**config.mk**
```make
export PLATFORM = sky130hd
export DESIGN_NAME = rv_instr_encoder
export DESIGN_NICKNAME = d
export VERILOG_FILES = /design/src/rtl/rv_instr_encoder.sv
export SDC_FILE = /design/constraint.sdc
export NUM_CORES = 1
export LEC_CHECK = 0
export CAP_MARGIN = 20
export CORE_MARGIN = 2
export CORE_UTILIZATION = 48
export DETAILED_ROUTE_END_ITERATION = 10
export PLACE_DENSITY_LB_ADDON = 0.08
export RECOVER_POWER = 50
export SLEW_MARGIN = 20
export SYNTH_ARGS = -nofsm -noshare
export SYNTH_HDL_FRONTEND = slang
export SYNTH_SLANG_ARGS = --single-unit
```
**constraint.sdc**
```tcl
create_clock -name clk -period 3.64 [get_ports clk]
set_input_delay 0.728 -clock clk [delete_from_list [all_inputs] [get_ports clk]]
set_output_delay 0.728 -clock clk [all_outputs]
set_load 0.01 [all_outputs]
```
**src/rtl/rv_instr_encoder.sv**
```systemverilog
// rv_instr_encoder: packs decoded RV64I instruction descriptions into machine words and streams them to instruction memory
// Ports: clk/rst (async active-high); start begins a session; in_valid/in_ready handshake the description
// (kind, rd, rs1, rs2, funct3, f7b5, imm); imem_we/imem_addr/imem_wdata/imem_ready form the memory write port;
// count = words written this session, done = DONE state, err = sticky immediate range error.
// Optional macro RV_ENC_RANGE_CHECK_EN enables immediate range checking; otherwise err is tied low.
module rv_instr_encoder #(
  parameter logic [31:0] BASE_ADDR = 32'h0000_0000,
  parameter int DEPTH = 256
) (
  input  logic        clk,
  input  logic        rst,
  input  logic        start,
  input  logic        in_valid,
  output logic        in_ready,
  input  logic [3:0]  kind,
  input  logic [4:0]  rd,
  input  logic [4:0]  rs1,
  input  logic [4:0]  rs2,
  input  logic [2:0]  funct3,
  input  logic        f7b5,
  input  logic [31:0] imm,
  output logic        imem_we,
  output logic [31:0] imem_addr,
  output logic [31:0] imem_wdata,
  input  logic        imem_ready,
  output logic [15:0] count,
  output logic        done,
  output logic        err
);
  typedef enum logic [1:0] {IDLE, LOAD, DONE} state_t;
  state_t state, state_n;
  logic [31:0] word, code;
  logic accept, restart;
  // the pending write counts against the session budget so the last slot is never over-committed
  assign in_ready = state == LOAD && (32'(count) + 32'(imem_we) < DEPTH) && (!imem_we || imem_ready);
  assign accept = in_valid && in_ready;
  assign restart = state != LOAD && start;
  assign done = state == DONE;
  always_comb begin
    state_n = state;
    case (state)
      IDLE: state_n = start ? LOAD : IDLE;
      LOAD: state_n = (32'(count) == DEPTH || (!in_valid && !imem_we && count != 16'd0)) ? DONE : LOAD;
      DONE: state_n = start ? LOAD : DONE;
      default: state_n = IDLE;
    endcase
  end
  always_comb begin
    word = '0;
    case (kind)
      4'd1:  word = {1'b0, f7b5, 5'b0, rs2, rs1, funct3, rd, 7'b0110011};
      4'd2:  word = {imm[11:0], rs1, funct3, rd, 7'b0010011};
      4'd3:  word = {1'b0, f7b5, 4'b0, imm[5:0], rs1, funct3, rd, 7'b0010011};
      4'd4:  word = {imm[11:0], rs1, 3'b011, rd, 7'b0000011};
      4'd5:  word = {imm[11:5], rs2, rs1, 3'b011, imm[4:0], 7'b0100011};
      4'd6:  word = {imm[12], imm[10:5], rs2, rs1, funct3, imm[4:1], imm[11], 7'b1100011};
      4'd7:  word = {imm[20], imm[10:1], imm[11], imm[19:12], rd, 7'b1101111};
      4'd8:  word = {imm[11:0], rs1, 3'b000, rd, 7'b1100111};
      4'd9:  word = {imm[19:0], rd, 7'b0010111};
      4'd10: word = {imm[19:0], rd, 7'b0110111};
      default: word = '0;
    endcase
  end
`ifdef RV_ENC_RANGE_CHECK_EN
  logic signed [31:0] simm;
  logic bad;
  assign simm = imm;
  always_comb begin
    bad = 1'b0;
    case (kind)
      4'd2, 4'd4, 4'd5, 4'd8: bad = simm < -2048 || simm > 2047;
      4'd3: bad = |imm[31:6];
      4'd6: bad = simm < -4096 || simm > 4094 || imm[0];
      4'd7: bad = simm < -1048576 || simm > 1048574 || imm[0];
      default: bad = 1'b0;
    endcase
  end
  // out-of-range immediates still occupy a slot, written as NOP
  assign code = bad ? '0 : word;
  always_ff @(posedge clk or posedge rst)
    if (rst) err <= 1'b0;
    else if (restart) err <= 1'b0;
    else if (accept && bad) err <= 1'b1;
`else
  logic unused_imm;
  assign unused_imm = ^imm[31:21];
  assign code = word;
  assign err = 1'b0;
`endif
  always_ff @(posedge clk or posedge rst)
    if (rst) begin
      state <= IDLE;
      imem_we <= 1'b0;
      imem_addr <= BASE_ADDR;
      imem_wdata <= '0;
      count <= '0;
    end else begin
      state <= state_n;
      if (restart) begin
        imem_addr <= BASE_ADDR;
        count <= '0;
      end else if (imem_we && imem_ready) begin
        imem_addr <= imem_addr + 32'd4;
        count <= count + 16'd1;
      end
      if (accept) begin
        imem_wdata <= code;
        imem_we <= 1'b1;
      end else if (imem_ready) imem_we <= 1'b0;
    end
endmodule

```
Word-level counts from Yosys, hierarchy flattened. Index checks and enable logic that the tools add are counted.

Flip-flop bits (word level): 83. Input port bits: 60. Output and inout bits: 84. Word-level logic and storage cells: 49.

Muxes and demuxes: 11. Reductions and logical operators: 15. Equality and inequality tests: 14. $lt $le $gt $ge: 1. Add/sub/neg operators: 3.

Operators with widths (count): one-hot mux 32 bit (10 select lines) (1); 2-to-1 mux 32 bit (2); adder 32 x 3 -> 32 bit, second input constant (1); 2-to-1 mux 16 bit (2); adder 16 x 1 -> 17 bit (1); < comparator 17 x 9 -> 1 bit, second input constant (1); adder 16 x 1 -> 16 bit, second input constant (1); == test 16 x 9 -> 1 bit, second input constant (1); == test 4 x 3 -> 1 bit, second input constant (4); nonzero test 16 bit (1); == test 4 bit, second input constant (3); == test 4 x 2 -> 1 bit, second input constant (2); logical AND 1 bit (7); one-hot mux 2 bit (3 select lines) (1); == test 4 x 1 -> 1 bit, second input constant (1); 2-to-1 mux 2 bit (2); nonzero test 2 bit (2); 2-to-1 mux 1 bit (3); == test 2 x 1 -> 1 bit, second input constant (1); == test 2 bit, second input constant (1); logical NOT 1 bit (2); logical NOT 2 bit (1); logical OR 1 bit (2); != test 2 x 1 -> 1 bit, second input constant (1).

Logic depth before layout (Yosys ltp). Gate-level depths: netlist (run 1).

Word-level depth: 6. Gate-level depth with buffers: 8. Gate-level depth less buffers: 6.

Worst setup path before layout (run 1). OpenSTA, ideal clock, no wires.

Kind: input-to-output. Start point: in imem_ready. End point: out in_ready. Path slack: 1289 ps. Buffers on the path: 1. Data required time: 2912 ps. Stages: 5. Data arrival time: 1623 ps. Cell sequence: buf_2 > nor2b_1 > and4b_1 > mux2i_1 > nor2_1.

Word-level cells in the longest chain between the ends: 2.

Ends and longest elaborated chain: start: declaration (line 25) `input logic imem_ready,`; logical OR 1 bit (line 35) `assign in_ready = state == LOAD && (32'(count) + 32'(imem_we) < DEPTH) && (!imem_we || imem_ready);`; logical AND 1 bit (line 35); end: declaration (line 14) `output logic in_ready,`.

No other way between the ends.

Worst setup path after layout (run 1). Same ends and word-level chain as after synthesis.

==> flow_summary.rst, run 1 <==
.. list-table::
   :header-rows: 1

   * - Metric
     - Value
   * - Slew Limit Fails
     - 44
   * - Synth-to-layout area growth
     - 35.2%
   * - Initial DRC count
     - 157
   * - Cells traversed along the worst timing path
     - clkdlybuf4s50_1 -> nor2b_1 -> and4b_1 -> mux2i_1 -> nor2_1 -> clkdlybuf4s50_1
   * - Slew of the pin with the lowest slew margin
     - 1.89 ns
   * - Pin count of the biggest net entering global routing
     - 44
   * - Switching power
     - 1.05 mW
   * - Critical setup path kind
     - input port to output pin
   * - Final cell utilization of the core
     - 66.5%
   * - Combinational fraction of design power
     - 38.9%
   * - Post-cts repair resize count
     - 0
   * - Number of clock buffers inserted by TritonCTS
     - 9
   * - Dominant synthesized flop cell
     - sky130_fd_sc_hd__dfrtp_1
   * - Average routed wire per standard cell
     - 16.3 um
   * - Via density per instance
     - 5.64
   * - Seq. cell area
     - 2000 um2
   * - Leading cell type in the layout, fill and taps excluded
     - sky130_fd_sc_hd__clkdlybuf4s50_1
   * - Power share of the clock group
     - 23.0%
   * - Gate Count Post-Synth
     - 493
   * - Site row count
     - 36
   * - CTS H-tree depth
     - 3
   * - Number of antenna violations at the first check in global routing
     - 0
   * - Overall fraction of global-route tracks in use
     - 23.2%
   * - I/O pins
     - 144
   * - FMAX
     - 310 MHz
   * - Required time of the worst setup path
     - 2.91 ns
   * - First-pass GRT wire length
     - 20800 um
   * - Sink count of the clock tree
     - 80
   * - Number of enable flip-flop cells after synthesis
     - 0
   * - Count of antenna diodes in the layout
     - 0
   * - Post-DRT Antenna Nets
     - 0
   * - Die boundary width
     - 104 um
   * - Setup TNS
     - 0 ns
   * - Internal portion of total power
     - 2.22 mW
   * - Leakage component of the power
     - 2.77 nW
   * - Failing checks
     - max-capacitance violations, max-slew violations
   * - Clk_lat worst skew
     - 0.35 ns
   * - Most Frequent Cell on Critical Path
     - sky130_fd_sc_hd__clkdlybuf4s50_1
   * - Minimum clock period after layout
     - 3.23 ns
   * - Result of the run
     - complete, but fails checks
   * - Family of cells with the greatest summed delay on the critical path
     - buffers and inverters
   * - Cell area after synthesis
     - 4790 um2
   * - Share of the yosys chip area belonging to registers
     - 41.8%
   * - Post-Route Skew
     - 0.0120 ns
   * - Endpoint arrival time on the critical path
     - 2.50 ns
   * - Max Buffers Root-to-Sink
     - 2
   * - Area of the die
     - 10800 um2
   * - Total gr overflow
     - 0
   * - Largest fanout on the critical path
     - 3
   * - Aggregate routed wire length
     - 12300 um
   * - Pwr Total
     - 3.26 mW
   * - Combined buffer and inverter count along the critical path
     - 2
   * - Share of layout cells above drive strength 1
     - 11.7%
   * - Remaining max-slew budget at the tightest pin
     - -26.4%
   * - Maxcap violations
     - 1
   * - DR DRC count
     - 0
   * - Number of buffer cells added on primary ports
     - 129
   * - Root buffer selected by CTS
     - sky130_fd_sc_hd__clkbuf_8
   * - CTS tree
     - built
   * - Number of fillers in the final layout
     - 802
   * - Drt first pass iters
     - 5
   * - Most frequent cells in the layout
     - sky130_fd_sc_hd__clkdlybuf4s50_1 (90), sky130_fd_sc_hd__dfrtp_1 (80), sky130_fd_sc_hd__nor2_1 (52), sky130_fd_sc_hd__dlygate4sd3_1 (39), sky130_fd_sc_hd__nand2_1 (36)
   * - Syn_area_per_cell
     - 9.71 um2
   * - Number of global-route vias before repair
     - 4180
   * - Core region area
     - 9730 um2
   * - CTS clk-pin slew, worst paths
     - 0.07 ns
   * - Post-synth cell types
     - 58
   * - Switching share of power
     - 32.1%
   * - Total of flip-flops plus latches after synthesis
     - 80
   * - Post-CTS setup buffers
     - 0
   * - Setup repair after global routing missed its margin
     - false
   * - Die span in y
     - 104 um
   * - Routability-driven placement congestion ratio
     - 0.925
   * - Capturing element type of the critical path
     - output pin
   * - Pwr dens
     - 504 nW/um2
   * - Final Hold Vio Count
     - 0
   * - Area of the multi-input gates
     - 2590 um2
   * - Fraction of registers with async set or reset after synthesis
     - 100%
   * - Portion of total power attributed to sequential cells
     - 38.0%
   * - Total half-perimeter wirelength after legalization and detailed placement
     - 9170 um
   * - Setup crit start kind
     - input port
   * - Peak ir drop on the vdd network
     - 0.323 mV
   * - Effective utilization at floorplan
     - 49.2%
   * - Total Nets Final
     - 684
   * - Synthesis warning total
     - 0
   * - Number of buffers added to fix hold violations after cts
     - 0
   * - Ratio of final minimum period to clock period
     - 88.6%
   * - Path type of the worst min-delay path
     - register to register
   * - Cell type of the slowest stage on the worst timing path
     - sky130_fd_sc_hd__clkdlybuf4s50_1
   * - Overall via count from detail_route
     - 4284
   * - Stage delay of the slowest cell on the critical path
     - 0.49 ns
   * - Count of final setup violators
     - 0
==> flip-flops by register name, summed over array words and instances (netlist names) <==
| register | cells |
|---|---|
| count | 16 |
| imem_addr | 30 |
| imem_wdata | 31 |
| imem_we | 1 |
| state | 2 |
==> area by class of cell <==
class	instances	share of cell area, %
repair buffers	148	22.3
clock inverters	6	1.39
well taps	133	2.57
inverters	11	0.657
multi-input cells	371	40.0
clock buffers	10	2.13
flip-flops and latches	80	30.9
==> per-stage QoR <==
step	area [um2]	hold slack, ns	cells	setup slack [ns]
2_1_floorplan	4800	0.469	495	0.860
3_3_place_gp	6260	0.473	743	0.440
3_5_place_dp	6260	0.479	743	0.418
4_1_cts	6490	0.502	759	0.409
5_1_grt	6470	0.521	759	0.235
6_report	6470	0.491	759	0.413
==> final timing paths <==
path	cells past startpoint	slack (ns)	endpoint	start
max reg2reg	6	1.21	imem_wdata[31]	count[10]
max	6	0.41	in_ready	imem_ready
min	1	0.49	imem_wdata[31]	imem_wdata[31]
min reg2reg	1	0.49	imem_wdata[31]	imem_wdata[31]
max in group asynchronous	3	0.70	count[14]	rst
min in group asynchronous	2	1.30	imem_wdata[30]	rst
==> metal layers <==
layer / global-route usage [%] / vias to the layer above / wire length [um]
met5: 0 / - / 0
met4: 7.34 / 0 / 172
li1: - / 2038 / -
met2: 38.6 / 159 / 6100
met1: 30.6 / 2071 / 5370
met3: 4.76 / 16 / 685
==> cell usage after synthesis, types with 4 or more instances <==
| library cell | n | area (um2) |
|---|---|---|
| sky130_fd_sc_hd__nor2_1 | 53 | 199 |
| sky130_fd_sc_hd__nand2_1 | 36 | 135 |
| sky130_fd_sc_hd__nand4_1 | 17 | 106 |
| sky130_fd_sc_hd__and4_1 | 4 | 35.0 |
| sky130_fd_sc_hd__o2bb2ai_1 | 4 | 35.0 |
| sky130_fd_sc_hd__a32oi_1 | 10 | 87.6 |
| sky130_fd_sc_hd__nand2b_1 | 5 | 31.3 |
| sky130_fd_sc_hd__nand3_1 | 17 | 85.1 |
| sky130_fd_sc_hd__o22ai_1 | 6 | 37.5 |
| sky130_fd_sc_hd__xor2_1 | 19 | 166 |
| sky130_fd_sc_hd__nor2b_1 | 10 | 62.6 |
| sky130_fd_sc_hd__xnor2_1 | 22 | 193 |
| sky130_fd_sc_hd__and2_1 | 5 | 31.3 |
| sky130_fd_sc_hd__mux2_4 | 27 | 405 |
| sky130_fd_sc_hd__a22oi_1 | 16 | 120 |
| sky130_fd_sc_hd__mux2i_1 | 5 | 50.1 |
| sky130_fd_sc_hd__and3_1 | 7 | 43.8 |
| sky130_fd_sc_hd__a22o_1 | 6 | 52.6 |
| sky130_fd_sc_hd__nor4_1 | 10 | 62.6 |
| sky130_fd_sc_hd__or3_1 | 5 | 31.3 |
| sky130_fd_sc_hd__buf_4 | 4 | 30.0 |
| sky130_fd_sc_hd__nor3_1 | 9 | 45.0 |
| sky130_fd_sc_hd__o21ai_0 | 18 | 90.1 |
| sky130_fd_sc_hd__a21oi_1 | 14 | 70.1 |
| sky130_fd_sc_hd__dfrtp_1 | 80 | 2000 |
| sky130_fd_sc_hd__clkbuf_1 | 23 | 86.3 |
| sky130_fd_sc_hd__inv_1 | 11 | 41.3 |
==> power groups by stage <==
stage / Clock (mW) / Combinational [mW] / Sequential (mW)
floorplan: 0 / 0.662 / 1.32
global placement: 0 / 1.33 / 1.26
detailed placement: 0 / 1.35 / 1.26
CTS: 0.764 / 1.36 / 1.25
global route: 0.807 / 1.37 / 1.27
finish: 0.751 / 1.27 / 1.24
==> kinds of logic (layout without fill, tap and decap cells) <==
family                     Yosys count  count (layout)  share of synthesized area [%]
AOI/OAI and AO/OA                   93              93                           13.6
and+or+nand+nor                    195             195                           21.5
adders and majority gates            3               3                          0.784
buffers and inverters               44             175                           4.29
xor gates and xnor gates            41              41                           7.50
muxes                               36              36                           10.5
other                                1               3                         0.0783
DFF                                 80              80                           41.8
No activity file was read; power rests on OpenSTA's default activity.
==> inputs of run 2 (changes only) <==
--- a/config.mk
+++ b/config.mk
@@ -9,7 +9,7 @@
 export CORE_MARGIN = 2
 export CORE_UTILIZATION = 48
 export DETAILED_ROUTE_END_ITERATION = 10
-export PLACE_DENSITY_LB_ADDON = 0.08
+export PLACE_DENSITY_LB_ADDON = 0.12
 export RECOVER_POWER = 50
 export SLEW_MARGIN = 20
 export SYNTH_ARGS = -nofsm -noshare
==> flow_summary.rst, run 2 (synthesis results as in run 1) <==
.. list-table::
   :header-rows: 1

   * - Metric
     - Value
   * - Result of the run
     - finished, final reports clean
   * - Combinational fraction of design power
     - 40.6% (+1.7 points)
   * - Pwr Total
     - 3.13 mW (-4.0%)
   * - Fin area
     - 6390 um2 (-1.4%)
   * - Max reg flops
     - 31 (unchanged)
   * - Setup repair after global routing missed its margin
     - false
   * - Instance count along the most critical hold path
     - 1 (unchanged)
   * - Number of fillers in the final layout
     - 840 (+4.7%)
   * - Post-cts repair resize count
     - 0 (unchanged)
   * - Switching share of power
     - 32.7% (+0.67 points)
   * - Worst-case hold slack
     - 0.493 ns (+0.00212 ns)
   * - Stage delay of the slowest cell on the critical path
     - 0.57 ns (+0.08 ns)
   * - Aggregate routed wire length
     - 12500 um (+1.6%)
   * - Final Hold Vio Count
     - 0 (unchanged)
   * - First-pass GRT wire length
     - 21000 um (+1.0%)
   * - Family of cells with the greatest summed delay on the critical path
     - buffers and inverters
   * - Average routed wire per standard cell
     - 16.6 um (+2.1%)
   * - CTS clk-pin slew, worst paths
     - 0.08 ns (about the same)
   * - Capturing element type of the critical path
     - output pin
   * - Reg2reg path depth
     - 6 (unchanged)
   * - Site row count
     - 36 (unchanged)
   * - Core region area
     - 9730 um2 (unchanged)
   * - Largest fanout on the critical path
     - 3 (unchanged)
   * - Top flop regs
     - imem_wdata: 31 flops, imem_addr: 30 flops, count: 16 flops
   * - Pin count of the biggest net entering global routing
     - 37 (-16%)
   * - Portion of total power attributed to sequential cells
     - 39.4% (+1.4 points)
   * - CP startpoint
     - imem_ready
   * - Setup TNS
     - 0 ns (unchanged)
   * - Peak ir drop on the vdd network
     - 0.312 mV (-3.4%)
   * - Critical register-to-register path endpoint
     - imem_wdata[31]
   * - Number of buffers added to fix hold violations after cts
     - 0 (unchanged)
   * - Via density per instance
     - 5.78 (+2.4%)
   * - DR DRC count
     - 0 (unchanged)
   * - Post-Route Skew
     - 0.00952 ns (-0.00251 ns)
   * - Remaining max-slew budget at the tightest pin
     - 11.1% (+38 points)
   * - Die span in y
     - 104 um (unchanged)
   * - Leakage component of the power
     - 2.72 nW (-1.9%)
   * - Die boundary width
     - 104 um (unchanged)
   * - Beginning of the worst register-to-register path
     - count[10]
   * - Most flops, register
     - imem_wdata
   * - Worst min-delay path startpoint
     - imem_wdata[30]
   * - Area of the die
     - 10800 um2 (unchanged)
   * - Count of antenna diodes in the layout
     - 0 (unchanged)
   * - Slew Limit Fails
     - 0 (-100%)
   * - Routability-driven placement congestion ratio
     - 0.892 (-3.5%)
   * - Path type of the worst min-delay path
     - register to register
   * - Clk_lat worst skew
     - 0.35 ns (about the same)
   * - Max Buffers Root-to-Sink
     - 2 (unchanged)
   * - Leading cell type in the layout, fill and taps excluded
     - sky130_fd_sc_hd__clkdlybuf4s50_1
   * - Total Nets Final
     - 682 (-0.29%)
   * - Post-DRT Antenna Nets
     - 0 (unchanged)
   * - Setup crit start kind
     - input port
   * - Number of clock buffers inserted by TritonCTS
     - 9 (unchanged)
   * - Combined buffer and inverter count along the critical path
     - 2 (unchanged)
   * - Number of antenna violations at the first check in global routing
     - 0 (unchanged)
   * - Maxcap violations
     - 0 (-1)
   * - Sink count of the clock tree
     - 80 (unchanged)
   * - Required time of the worst setup path
     - 2.91 ns (about the same)
   * - Placed instance area
     - 6220 um2 (-0.64%)
   * - Switching power
     - 1.02 mW (-2.0%)
   * - Endpoint arrival time on the critical path
     - 2.65 ns (+0.15 ns)
   * - Overall via count from detail_route
     - 4362 (+1.8%)
   * - Power share of the clock group
     - 20.0% (-3.0 points)
   * - Effective utilization at floorplan
     - 49.2% (unchanged)
   * - Minimum clock period after layout
     - 3.37 ns (+0.147 ns)
   * - Cell type of the slowest stage on the worst timing path
     - sky130_fd_sc_hd__dlygate4sd3_1
   * - Overall fraction of global-route tracks in use
     - 23.6% (+0.32 points)
   * - Total half-perimeter wirelength after legalization and detailed placement
     - 9260 um (+0.99%)
   * - Share of layout cells above drive strength 1
     - 10.6% (-1.1 points)
   * - Pwr dens
     - 490 nW/um2 (-2.7%)
   * - Synth-to-layout area growth
     - 33.4%
   * - I/O pins
     - 144 (unchanged)
   * - Total gr overflow
     - 0 (unchanged)
   * - Number of buffer cells added on primary ports
     - 129 (unchanged)
   * - FMAX
     - 296 MHz (-4.4%)
   * - Count of final setup violators
     - 0 (unchanged)
   * - Initial DRC count
     - 180 (+15%)
   * - CTS H-tree depth
     - 3 (unchanged)
   * - Number of global-route vias before repair
     - 4257 (+1.8%)
   * - End point of the most critical hold path
     - imem_wdata[30]
   * - Cells traversed along the worst timing path
     - dlygate4sd3_1 -> nor2b_1 -> and4b_1 -> mux2i_1 -> nor2_1 -> clkdlybuf4s50_1
   * - Root buffer selected by CTS
     - sky130_fd_sc_hd__clkbuf_8
   * - Most frequent cells in the layout
     - sky130_fd_sc_hd__clkdlybuf4s50_1 (93), sky130_fd_sc_hd__dfrtp_1 (80), sky130_fd_sc_hd__nor2_1 (52), sky130_fd_sc_hd__nand2_1 (36), sky130_fd_sc_hd__dlygate4sd3_1 (36)
   * - Register-to-Register Setup Slack
     - 0.98 ns (-0.23 ns)
   * - Ratio of final minimum period to clock period
     - 92.7% (+4.0 points)
   * - Drt first pass iters
     - 5 (unchanged)
   * - Post-CTS setup buffers
     - 0 (unchanged)
   * - Slew of the pin with the lowest slew margin
     - 1.33 ns (-0.553 ns)
   * - CTS tree
     - built
   * - Internal portion of total power
     - 2.11 mW (-4.9%)
   * - Critical setup path kind
     - input port to output pin
[run 2: cell count changes in the layout (fill, tap and decap cells not counted)]
cell,delta
sky130_fd_sc_hd__buf_12,-1
sky130_fd_sc_hd__bufinv_16,-1
sky130_fd_sc_hd__inv_6,-2
sky130_fd_sc_hd__clkbuf_1,+3
sky130_fd_sc_hd__clkdlybuf4s50_1,+3
sky130_fd_sc_hd__dlygate4sd3_1,-3
sky130_fd_sc_hd__buf_4,-3
sky130_fd_sc_hd__clkbuf_8,-1
sky130_fd_sc_hd__clkinv_2,+1
[run 2: how the worst max path moves through the flow]
stage / end / slack, ns / cells after the start
after detailed placement: in_ready / 0.37 / 6
after global routing: in_ready / 0.15 / 6
after CTS: in_ready / 0.37 / 6
after floorplan: count[0] / 0.86 / 1
final: in_ready / 0.27 / 6
after global placement: in_ready / 0.43 / 6
[run 2: power groups by stage]
stage	clock, mW	combinational (mW)	sequential, mW
CTS	0.641	1.35	1.25
detailed placement	0	1.34	1.26
global route	0.677	1.36	1.27
floorplan	0	0.662	1.32
global placement	0	1.32	1.25
finish	0.625	1.27	1.24
[run 2: metrics by stage]
| stage | cells | util [%] | worst slack [ns] |
|---|---|---|---|
| 2_1_floorplan | 495 | - | 0.860 |
| 3_3_place_gp | 741 | 63.9 | 0.427 |
| 3_5_place_dp | 741 | 63.9 | 0.369 |
| 4_1_cts | 755 | 65.7 | 0.368 |
| 5_1_grt | 755 | 65.6 | 0.149 |
| 6_report | 755 | 65.6 | 0.267 |
[run 2: metal layers]
metal | part of all wire [%] | up-vias | track usage [%]
met5 | 0 | - | 0
met4 | 2.1 | 0 | 8.11
met3 | 7.5 | 24 | 4.57
met2 | 47 | 208 | 38.4
met1 | 43 | 2091 | 31.5
li1 | - | 2039 | -
[run 2: worst reg2reg max path, cell delays in order (launching register included)]
cell                      delay, ns
sky130_fd_sc_hd__dfrtp_1       0.44
sky130_fd_sc_hd__or4_1         0.58
sky130_fd_sc_hd__nor4_2        0.26
sky130_fd_sc_hd__mux2i_1       0.16
sky130_fd_sc_hd__nor3b_4       0.20
sky130_fd_sc_hd__buf_4         0.49
sky130_fd_sc_hd__mux2_1        0.42
[run 2: cell type report]
cell class	count	area [um2]	area share (%)
Clock buffer	10	128	2.00
Timing Repair Buffer	146	1410	22.1
Inverter	11	42.5	0.666
Tap cell	133	166	2.61
Sequential cell	80	2000	31.3
Clock inverter	4	47.5	0.745
Multi-Input combinational cell	371	2590	40.6
